===== src/rtl/fp_square_pipeline.sv =====
// Fully pipelined IEEE-754 binary32 squaring unit (out = in*in), fixed latency of 4 cycles.
// Shares its port contract and flag set with fp_sqrt_pipeline so the two are interchangeable.
module fp_square_pipeline (
    input  logic        clk,
    input  logic        rst,
    input  logic        valid_data_in,
    input  logic [31:0] in,
    input  logic [2:0]  rounding_mode,
    output logic [31:0] out,
    output logic        overflow,
    output logic        underflow,
    output logic        inexact,
    output logic        invalid_operation,
    output logic        valid_data_out
);

    localparam logic [2:0] RM_RNE = 3'd0;
    localparam logic [2:0] RM_RTZ = 3'd1;
    localparam logic [2:0] RM_RDN = 3'd2;
    localparam logic [2:0] RM_RUP = 3'd3;
    localparam logic [2:0] RM_RMM = 3'd4;

    localparam logic [31:0] QNAN    = 32'h7FC0_0000;
    localparam logic [31:0] POS_INF = 32'h7F80_0000;
    localparam logic [31:0] MAX_FIN = 32'h7F7F_FFFF;

    function automatic logic [4:0] lzc23(input logic [22:0] v);
        lzc23 = 5'd23;
        for (int i = 0; i < 23; i++) begin
            if (v[i]) lzc23 = 5'(22 - i);
        end
    endfunction

    // Operand capture register
    logic        r0_valid;
    logic [31:0] r0_in;
    logic [2:0]  r0_rm;

    always_ff @(posedge clk) begin
        if (rst) begin
            r0_valid <= 1'b0;
        end else begin
            r0_valid <= valid_data_in;
        end
        r0_in <= in;
        r0_rm <= rounding_mode;
    end

    // Stage 1: classify and normalise subnormals into a 24-bit significand
    logic [7:0]         c1_exp;
    logic [22:0]        c1_man;
    logic [4:0]         c1_lz;
    logic               c1_special;
    logic [31:0]        c1_spec_val;
    logic               c1_inv;
    logic [23:0]        c1_sig;
    logic signed [9:0]  c1_e;

    always_comb begin
        c1_exp      = r0_in[30:23];
        c1_man      = r0_in[22:0];
        c1_lz       = lzc23(c1_man);
        c1_special  = 1'b0;
        c1_spec_val = 32'h0;
        c1_inv      = 1'b0;
        c1_sig      = 24'h0;
        c1_e        = 10'sd0;
        if (c1_exp == 8'hFF) begin
            c1_special = 1'b1;
            if (c1_man != 23'h0) begin
                c1_spec_val = QNAN;
                c1_inv      = ~c1_man[22];
            end else begin
                c1_spec_val = POS_INF;
            end
        end else if (c1_exp == 8'h00 && c1_man == 23'h0) begin
            c1_special  = 1'b1;
            c1_spec_val = 32'h0;
        end else if (c1_exp == 8'h00) begin
            c1_sig = {1'b0, c1_man} << (c1_lz + 5'd1);
            c1_e   = -10'sd127 - $signed({5'b0, c1_lz});
        end else begin
            c1_sig = {1'b1, c1_man};
            c1_e   = $signed({2'b0, c1_exp}) - 10'sd127;
        end
    end

    logic               s1_valid;
    logic [2:0]         s1_rm;
    logic               s1_special;
    logic [31:0]        s1_spec_val;
    logic               s1_inv;
    logic [23:0]        s1_sig;
    logic signed [9:0]  s1_e;

    always_ff @(posedge clk) begin
        if (rst) begin
            s1_valid <= 1'b0;
        end else begin
            s1_valid <= r0_valid;
        end
        s1_rm       <= r0_rm;
        s1_special  <= c1_special;
        s1_spec_val <= c1_spec_val;
        s1_inv      <= c1_inv;
        s1_sig      <= c1_sig;
        s1_e        <= c1_e;
    end

    // Stage 2: significand square and doubled exponent
    logic               s2_valid;
    logic [2:0]         s2_rm;
    logic               s2_special;
    logic [31:0]        s2_spec_val;
    logic               s2_inv;
    logic [47:0]        s2_prod;
    logic signed [10:0] s2_e;

    always_ff @(posedge clk) begin
        if (rst) begin
            s2_valid <= 1'b0;
        end else begin
            s2_valid <= s1_valid;
        end
        s2_rm       <= s1_rm;
        s2_special  <= s1_special;
        s2_spec_val <= s1_spec_val;
        s2_inv      <= s1_inv;
        s2_prod     <= {24'h0, s1_sig} * {24'h0, s1_sig};
        s2_e        <= $signed({s1_e, 1'b0});
    end

    // Stage 3: align leading one to bit 47, then denormalise tiny results with sticky collection
    logic [47:0]        c3_prod_n;
    logic signed [10:0] c3_be;
    logic signed [10:0] c3_sh_full;
    logic [4:0]         c3_sh;
    logic               c3_tiny;
    logic [73:0]        c3_ext;

    always_comb begin
        c3_prod_n  = s2_prod[47] ? s2_prod : {s2_prod[46:0], 1'b0};
        c3_be      = s2_e + (s2_prod[47] ? 11'sd128 : 11'sd127);
        c3_tiny    = (c3_be < 11'sd1);
        c3_sh_full = 11'sd1 - c3_be;
        c3_sh      = 5'd0;
        if (c3_tiny) begin
            c3_sh = (c3_sh_full > 11'sd26) ? 5'd26 : c3_sh_full[4:0];
        end
        c3_ext = {c3_prod_n, 26'h0} >> c3_sh;
    end

    logic               s3_valid;
    logic [2:0]         s3_rm;
    logic               s3_special;
    logic [31:0]        s3_spec_val;
    logic               s3_inv;
    logic signed [10:0] s3_exp;
    logic [22:0]        s3_mant;
    logic               s3_g;
    logic               s3_r;
    logic               s3_s;
    logic               s3_tiny;

    always_ff @(posedge clk) begin
        if (rst) begin
            s3_valid <= 1'b0;
        end else begin
            s3_valid <= s2_valid;
        end
        s3_rm       <= s2_rm;
        s3_special  <= s2_special;
        s3_spec_val <= s2_spec_val;
        s3_inv      <= s2_inv;
        s3_exp      <= c3_tiny ? 11'sd0 : c3_be;
        s3_mant     <= c3_ext[72:50];
        s3_g        <= c3_ext[49];
        s3_r        <= c3_ext[48];
        s3_s        <= |c3_ext[47:0];
        s3_tiny     <= c3_tiny;
    end

    // Stage 4: round (result is never negative, so RDN behaves as truncation) and pack
    logic               c4_up;
    logic [23:0]        c4_sum;
    logic signed [10:0] c4_exp;
    logic               c4_lost;
    logic               c4_ovf;
    logic [31:0]        c4_out;
    logic               c4_unf;
    logic               c4_inx;
    logic               c4_inv;

    always_comb begin
        case (s3_rm)
            RM_RTZ, RM_RDN: c4_up = 1'b0;
            RM_RUP:         c4_up = s3_g | s3_r | s3_s;
            RM_RMM:         c4_up = s3_g;
            default:        c4_up = s3_g & (s3_r | s3_s | s3_mant[0]);
        endcase
        c4_sum  = {1'b0, s3_mant} + {23'h0, c4_up};
        c4_exp  = s3_exp + $signed({10'h0, c4_sum[23]});
        c4_lost = s3_g | s3_r | s3_s;
        c4_ovf  = (c4_exp >= 11'sd255);
        c4_out  = {1'b0, c4_exp[7:0], c4_sum[22:0]};
        c4_unf  = s3_tiny & c4_lost;
        c4_inx  = c4_lost;
        c4_inv  = 1'b0;
        if (s3_special) begin
            c4_out = s3_spec_val;
            c4_ovf = 1'b0;
            c4_unf = 1'b0;
            c4_inx = 1'b0;
            c4_inv = s3_inv;
        end else if (c4_ovf) begin
            c4_out = (s3_rm == RM_RTZ || s3_rm == RM_RDN) ? MAX_FIN : POS_INF;
            c4_inx = 1'b1;
            c4_unf = 1'b0;
        end
    end

    always_ff @(posedge clk) begin
        if (rst) begin
            valid_data_out    <= 1'b0;
            out               <= 32'h0;
            overflow          <= 1'b0;
            underflow         <= 1'b0;
            inexact           <= 1'b0;
            invalid_operation <= 1'b0;
        end else begin
            valid_data_out <= s3_valid;
            if (s3_valid) begin
                out               <= c4_out;
                overflow          <= c4_ovf;
                underflow         <= c4_unf;
                inexact           <= c4_inx;
                invalid_operation <= c4_inv;
            end
        end
    end

endmodule


===== config.mk =====
export PLATFORM = sky130hd
export DESIGN_NAME = fp_square_pipeline
export DESIGN_NICKNAME = d
export VERILOG_FILES = /design/src/rtl/fp_square_pipeline.sv
export SDC_FILE = /design/constraint.sdc
export NUM_CORES = 2
export LEC_CHECK = 0
export ABC_AREA = 1
export CAP_MARGIN = 20
export CORE_ASPECT_RATIO = 1.2
export CORE_MARGIN = 2
export CORE_UTILIZATION = 60
export DETAILED_ROUTE_END_ITERATION = 16
export GPL_TIMING_DRIVEN = 0
export PLACE_DENSITY = 0.8
export REMOVE_ABC_BUFFERS = 1
export SETUP_SLACK_MARGIN = 0.05
export SYNTH_ARGS = -nofsm -noshare
export SYNTH_HDL_FRONTEND = slang
export SYNTH_SLANG_ARGS = --single-unit

===== constraint.sdc =====
create_clock -name clk -period 13.9 [get_ports clk]
set_clock_uncertainty 0.15 [all_clocks]
set_input_delay 2.78 -clock clk [delete_from_list [all_inputs] [get_ports clk]]
set_output_delay 2.78 -clock clk [all_outputs]
set_load 0.01 [all_outputs]

### Word-level counts from Yosys, hierarchy flattened

Index checks and enable logic that the tools add are counted.

| cells by class | value |
|---|---|
| shift-type cells | 2 |
| add/subtract/negate cells | 7 |
| reductions and logical operators | 9 |
| multipliers | 1 |
| divide/modulo/power cells | 0 |
| equality and inequality tests | 5 |
| bitwise logic cells | 7 |
| muxes and demuxes | 41 |
| $lt $le $gt $ge | 3 |

Operators with widths:

| cell | number |
|---|---|
| two-way mux 5 bit | 23 |
| right shift 74 x 5 -> 73 bit | 1 |
| multiplier 24 x 24 -> 48 bit | 1 |
| two-way mux 24 bit | 2 |
| two-way mux 48 bit | 1 |
| OR reduction 48 bit | 1 |
| two-way mux 32 bit | 1 |
| two-way mux 31 bit | 1 |
| adder 23 x 1 -> 24 bit | 1 |
| << shifter 23 x 5 -> 24 bit | 1 |
| zero test 23 bit | 1 |
| two-way mux 23 bit | 1 |
| nonzero test 23 bit | 1 |
| adder 11 x 2 -> 11 bit | 1 |
| adder 11 x 9 -> 11 bit | 1 |
| >= comparator 11 x 9 -> 1 bit, second input constant | 1 |
| > comparator 11 x 6 -> 1 bit, second input constant | 1 |
| < comparator 11 x 2 -> 1 bit, second input constant | 1 |
| subtractor 2 x 11 -> 11 bit, first input constant | 1 |
| two-way mux 10 bit | 1 |
| subtractor 8 x 6 -> 9 bit, first input constant | 1 |
| subtractor 8 x 7 -> 9 bit, second input constant | 1 |
| == test 8 bit, second input constant | 1 |
| zero test 8 bit | 1 |
| 15 further kinds | 28 |

| storage, ports and cells | value |
|---|---|
| logic and storage cells | 109 |
| flip-flop bits (word level) | 316 |
| input bits | 38 |
| output and inout bits | 37 |
| latch bits | 0 |
| memories kept | 0 |
| memory bits (read-only) | 0 |
| bits in writable memories | 0 |

### Logic depth before layout (Yosys ltp)

| depth | value |
|---|---|
| word-level depth | 26 |
| gate-level depth with buffers | 37 |
| mapped depth without buffers | 36 |

### Least setup slack after synthesis

OpenSTA, ideal clock, no wires.

| timing path | value |
|---|---|
| kind | register to register |
| from | register s1_sig[14] |
| to | register s2_prod[45] |
| stages on the path, launching flop included | 30 |
| data required time | 13.638 ns |
| data arrival time | 6.545 ns |
| slack | 7.093 ns |
| clock period less this slack | 6.807 ns |
| path buffers | 1 |
| setup time | 0.112 ns |
| cell sequence | dfxtp_1 > clkbuf_1 > nand2_1 > fa_1 > inv_1 > fa_1 > inv_1 > fa_1 > inv_1 > fa_1 > inv_1 > fa_1 > inv_1 > fa_1 > inv_1 > fa_1 > inv_1 > ha_1 > a21oi_1 > inv_1 > a21oi_1 > o21ai_0 > a21boi_0 > o21ai_0 > a21boi_0 > o21ai_0 > nand2_1 > nand2_1 > nand2_1 > nand2_1 |

| between the ends | value |
|---|---|
| longest elaborated chain between the ends | 1 |

RTL lines:

| element | RTL line | source |
|---|---|---|
| from (decl) | 93 | `logic [23:0] s1_sig;` |
| from (signal assigned) | 106 | `s1_sig <= c1_sig;` |
| multiplier 24 x 24 -> 48 bit | 129 | `s2_prod <= {24'h0, s1_sig} * {24'h0, s1_sig};` |
| to (signal assigned) | 129 |  |
| to (decl) | 116 | `logic [47:0] s2_prod;` |

No other way between the ends.
A chain may end at the register's enable or synchronous reset.

### Final worst setup path

| timing path | value |
|---|---|
| from | register s1_sig[0] |
| to | register s2_prod[45] |

Same word-level chain as after synthesis.

==> impl_metrics.prom <==
# TYPE chip_impl_metric gauge
chip_impl_info{name="synth_top_area_cells",value="fa_1 (30%), dfxtp_1 (16%), nand2_1 (13%)"} 1
chip_impl_metric{name="core_area",unit="mm²"} 0.0469
chip_impl_metric{name="post_cts_resized",unit=""} 0
chip_impl_metric{name="die-height",unit="µm"} 242
chip_impl_info{name="ys.flop_type",value="dfxtp_1"} 1
chip_impl_metric{name="ctsHoldBuffers",unit=""} 0
chip_impl_info{name="hold_end",value="s2_rm[1]"} 1
chip_impl_info{name="result_of_the_run",value="finished, final reports clean"} 1
chip_impl_metric{name="synth-warning-count",unit=""} 0
chip_impl_metric{name="initial_drc_count",unit=""} 1656
chip_impl_info{name="cts_tree",value="done"} 1
chip_impl_metric{name="sequential_standard_cell_area",unit="mm²"} 0.00445
chip_impl_metric{name="slowest_delay",unit="ns"} 1.09
chip_impl_metric{name="largest_net_degree_at_the_start_of_global_routing",unit=""} 60
chip_impl_metric{name="ys_types",unit=""} 54
chip_impl_metric{name="synth_enable_flop_cells",unit=""} 0
chip_impl_metric{name="drcViolationCount",unit=""} 0
chip_impl_info{name="critPathLaunchType",value="flop"} 1
chip_impl_metric{name="timing.reg2reg.setup_slack",unit="ns"} 5.81
chip_impl_metric{name="clk_pin_slew_worst_paths",unit="ns"} 0.06
chip_impl_metric{name="ff2ff_path_depth",unit=""} 28
chip_impl_info{name="timing.hold.worst.start",value="s1_rm[1]"} 1
chip_impl_metric{name="met1_length",unit="mm"} 26.7
chip_impl_info{name="ctsRootBufferMaster",value="clkbuf_16"} 1
chip_impl_metric{name="asyncSetResetFlopFracSynth",unit=""} 0
chip_impl_metric{name="grt_antenna_before_repair",unit=""} 0
chip_impl_info{name="crit_type",value="reg -> reg"} 1
chip_impl_info{name="synth_commonest_cells",value="nand2_1 (958), inv_1 (890), fa_1 (423), nand3_1 (308), dfxtp_1 (222)"} 1
chip_impl_metric{name="syn_area",unit="mm²"} 0.0284
chip_impl_metric{name="cts_sinks",unit=""} 222
chip_impl_metric{name="report.final.setup_viol",unit=""} 0
chip_impl_metric{name="die_x",unit="µm"} 203
chip_impl_metric{name="worstPathBufferInverterCount",unit=""} 8
chip_impl_metric{name="timing.hold.worst_path_depth",unit=""} 0
chip_impl_info{name="top_sig_layer",value="met4"} 1
chip_impl_metric{name="synth_seq_area_share",unit=""} 0.156
chip_impl_metric{name="layout_worst_path_cycle_share",unit=""} 0.582
chip_impl_info{name="crit_slowest_cell",value="dfxtp_1"} 1
chip_impl_metric{name="cp_data_required_time",unit="ns"} 14.17
chip_impl_info{name="crit_family",value="adder cells"} 1
chip_impl_metric{name="place.gp.congestion",unit=""} 0.921
chip_impl_metric{name="finalWirelength",unit="mm"} 63.8
chip_impl_metric{name="grt_remaining_overflow",unit=""} 0
chip_impl_metric{name="flow.area_growth_from_synthesis",unit="%"} 8.57
chip_impl_metric{name="hold_vio_cnt_final",unit=""} 0
chip_impl_metric{name="floorplan.io_pins",unit=""} 75
chip_impl_metric{name="postSynthCellCount",unit=""} 3822
chip_impl_metric{name="route.detailed.vias_per_inst",unit=""} 5.25
chip_impl_metric{name="report.final.slew_viol_count",unit=""} 0
chip_impl_metric{name="routed-wl-met3",unit="mm"} 3.23
chip_impl_metric{name="row_count",unit=""} 87
chip_impl_metric{name="detailroute.via_count",unit=""} 23346
chip_impl_metric{name="slew_headroom",unit=""} 0.219
chip_impl_info{name="critPathCaptureType",value="flop"} 1
chip_impl_metric{name="synthDominantCellAreaShare",unit=""} 0.298
chip_impl_metric{name="ys_ff_latch",unit=""} 222
chip_impl_metric{name="ctsLongestPathBuffers",unit=""} 3
chip_impl_metric{name="initial_utilization",unit=""} 0.605
chip_impl_info{name="post-synth-top-count-cell",value="nand2_1"} 1
chip_impl_metric{name="fmax",unit="MHz"} 124
chip_impl_metric{name="insertedDiodeCount",unit=""} 0
chip_impl_metric{name="detailed_place_hpwl",unit="mm"} 51.0
chip_impl_metric{name="placement.io_buffers",unit=""} 72
chip_impl_metric{name="critical_path.max_fanout",unit=""} 25
chip_impl_metric{name="synthesized_area_divided_by_synthesized_cell_count",unit="µm²"} 7.43
chip_impl_info{name="grt_setup_unrepaired",value="false"} 1
chip_impl_metric{name="detailroute.wirelength.met2",unit="mm"} 31.9
chip_impl_metric{name="drt.antenna.violating_nets",unit=""} 0
chip_impl_metric{name="layout.filler_cells",unit=""} 3909
chip_impl_metric{name="period_minus_slack",unit="ns"} 8.09
chip_impl_metric{name="first_pass_grt_wire_length",unit="mm"} 110
chip_impl_info{name="cpMostUsedCell",value="inv_1"} 1
chip_impl_info{name="worst_r2r_endpoint",value="s2_prod[45]"} 1
chip_impl_metric{name="dieArea",unit="mm²"} 0.0491
chip_impl_metric{name="clk-insertion-delay-late",unit="ns"} 0.56
chip_impl_metric{name="first_drt_pass_iteration_count",unit=""} 7
chip_impl_metric{name="ctsHtreeMaxLevel",unit=""} 1
chip_impl_info{name="worst_hold_path_class",value="reg -> reg"} 1
chip_impl_metric{name="cts_buffers",unit=""} 26
chip_impl_metric{name="tns",unit="ns"} 0
chip_impl_metric{name="arrival",unit="ns"} 8.36
chip_impl_metric{name="grt_pass1_vias",unit=""} 23839
chip_impl_metric{name="multi_input_area",unit="mm²"} 0.0200
chip_impl_metric{name="layout-drive-gt1-share",unit=""} 0.0368
chip_impl_metric{name="max-cap-violations",unit=""} 0
chip_impl_metric{name="grtUsageTotal",unit=""} 0.267
chip_impl_metric{name="worstMarginPinSlew",unit="ns"} 1.17
chip_impl_info{name="r2r-start",value="s1_sig[0]"} 1
chip_impl_info{name="synth_area_leader_cell",value="fa_1"} 1
chip_impl_metric{name="design.final.nets",unit=""} 4466
chip_impl_metric{name="route.detailed.wl_per_inst",unit="µm"} 14.3
chip_impl_metric{name="cts_setup_buffers",unit=""} 0
-- worst max path at each step --
stage / start / slack [ns] / cells after the start / to
after floorplan: s1_sig[14] / 7.03 / 28 / s2_prod[45]
after detailed placement: s1_sig[2] / 5.83 / 28 / s2_prod[45]
after global routing: s1_sig[0] / 5.39 / 28 / s2_prod[45]
after global placement: s2_prod[47] / 5.65 / 24 / s3_s
final: s1_sig[0] / 5.81 / 28 / s2_prod[45]
after CTS: s1_sig[2] / 5.73 / 28 / s2_prod[45]
-- area by class of cell --
| cell class | instances | area share |
|---|---|---|
| Multi-Input combinational cell | 2564 | 0.648 |
| Sequential cell | 222 | 0.144 |
| Inverter | 893 | 0.109 |
| Timing Repair Buffer | 102 | 0.0450 |
| Tap cell | 623 | 0.0253 |
| Clock buffer | 34 | 0.0237 |
| Clock inverter | 12 | 0.00519 |
-- per-layer routing --
metal | vias to the layer above | GRT usage
li1 | 11462 | -
met1 | 11070 | 0.344
met2 | 683 | 0.471
met3 | 131 | 0.0261
met4 | 0 | 0.0908
met5 | - | 0
-- sequential cells by signal, indices dropped and copies added (netlist names), 9 cells and up --
signal,count
s1_e,9
s3_mant,23
out,31
s2_prod,47
s2_e,9
s1_sig,24
r0_in,31
s3_exp,11
-- per-stage QoR --
step / utilization / instance area, µm² / hold WS, ns / setup WS, ns / instances
after floorplan: - / 27800 / 0.160 / 7.03 / 3679
after global placement: 0.624 / 29300 / 0.161 / 5.65 / 4374
after detailed placement: 0.634 / 29800 / 0.162 / 5.83 / 4395
after CTS: 0.653 / 30600 / 0.174 / 5.73 / 4441
after global routing: 0.657 / 30800 / 0.178 / 5.39 / 4450
final: 0.657 / 30800 / 0.174 / 5.81 / 4450
-- cells by family (layout without fill, tap and decap cells) --
family / Yosys count / in the layout / synth area share
other: 1 / 2 / 0.000132
buffers and inverters: 1037 / 1041 / 0.141
DFF: 222 / 222 / 0.156
adders and majority gates: 619 / 619 / 0.385
AOI/OAI and AO/OA: 327 / 327 / 0.0634
and+or+nand+nor: 1524 / 1524 / 0.225
muxes: 21 / 21 / 0.00740
xor gates and xnor gates: 71 / 71 / 0.0227
-- cells in the final DEF (no fill, tap or decap), types with 5 or more instances in the layout --
cell type,instances
nand2_1,958
inv_1,890
fa_1,423
nand3_1,308
dfxtp_1,221
ha_1,196
nor2_1,158
a21oi_1,147
o21ai_0,107
clkdlybuf4s50_1,72
xor2_1,36
xnor2_1,31
or2_2,28
clkbuf_16,26
nand4_1,22
mux2i_1,21
buf_16,18
o21ai_1,17
nor3_1,14
nand2_2,11
nand3b_1,9
buf_8,9
o211ai_1,8
a31oi_1,7
a21o_1,6
a21boi_0,5
o21ai_2,5
nor4_1,5
clkinv_2,5
clkbuf_8,5
Power is not shown: default switching activity piles up to over one toggle a cycle in this logic, so the estimate is an artifact.
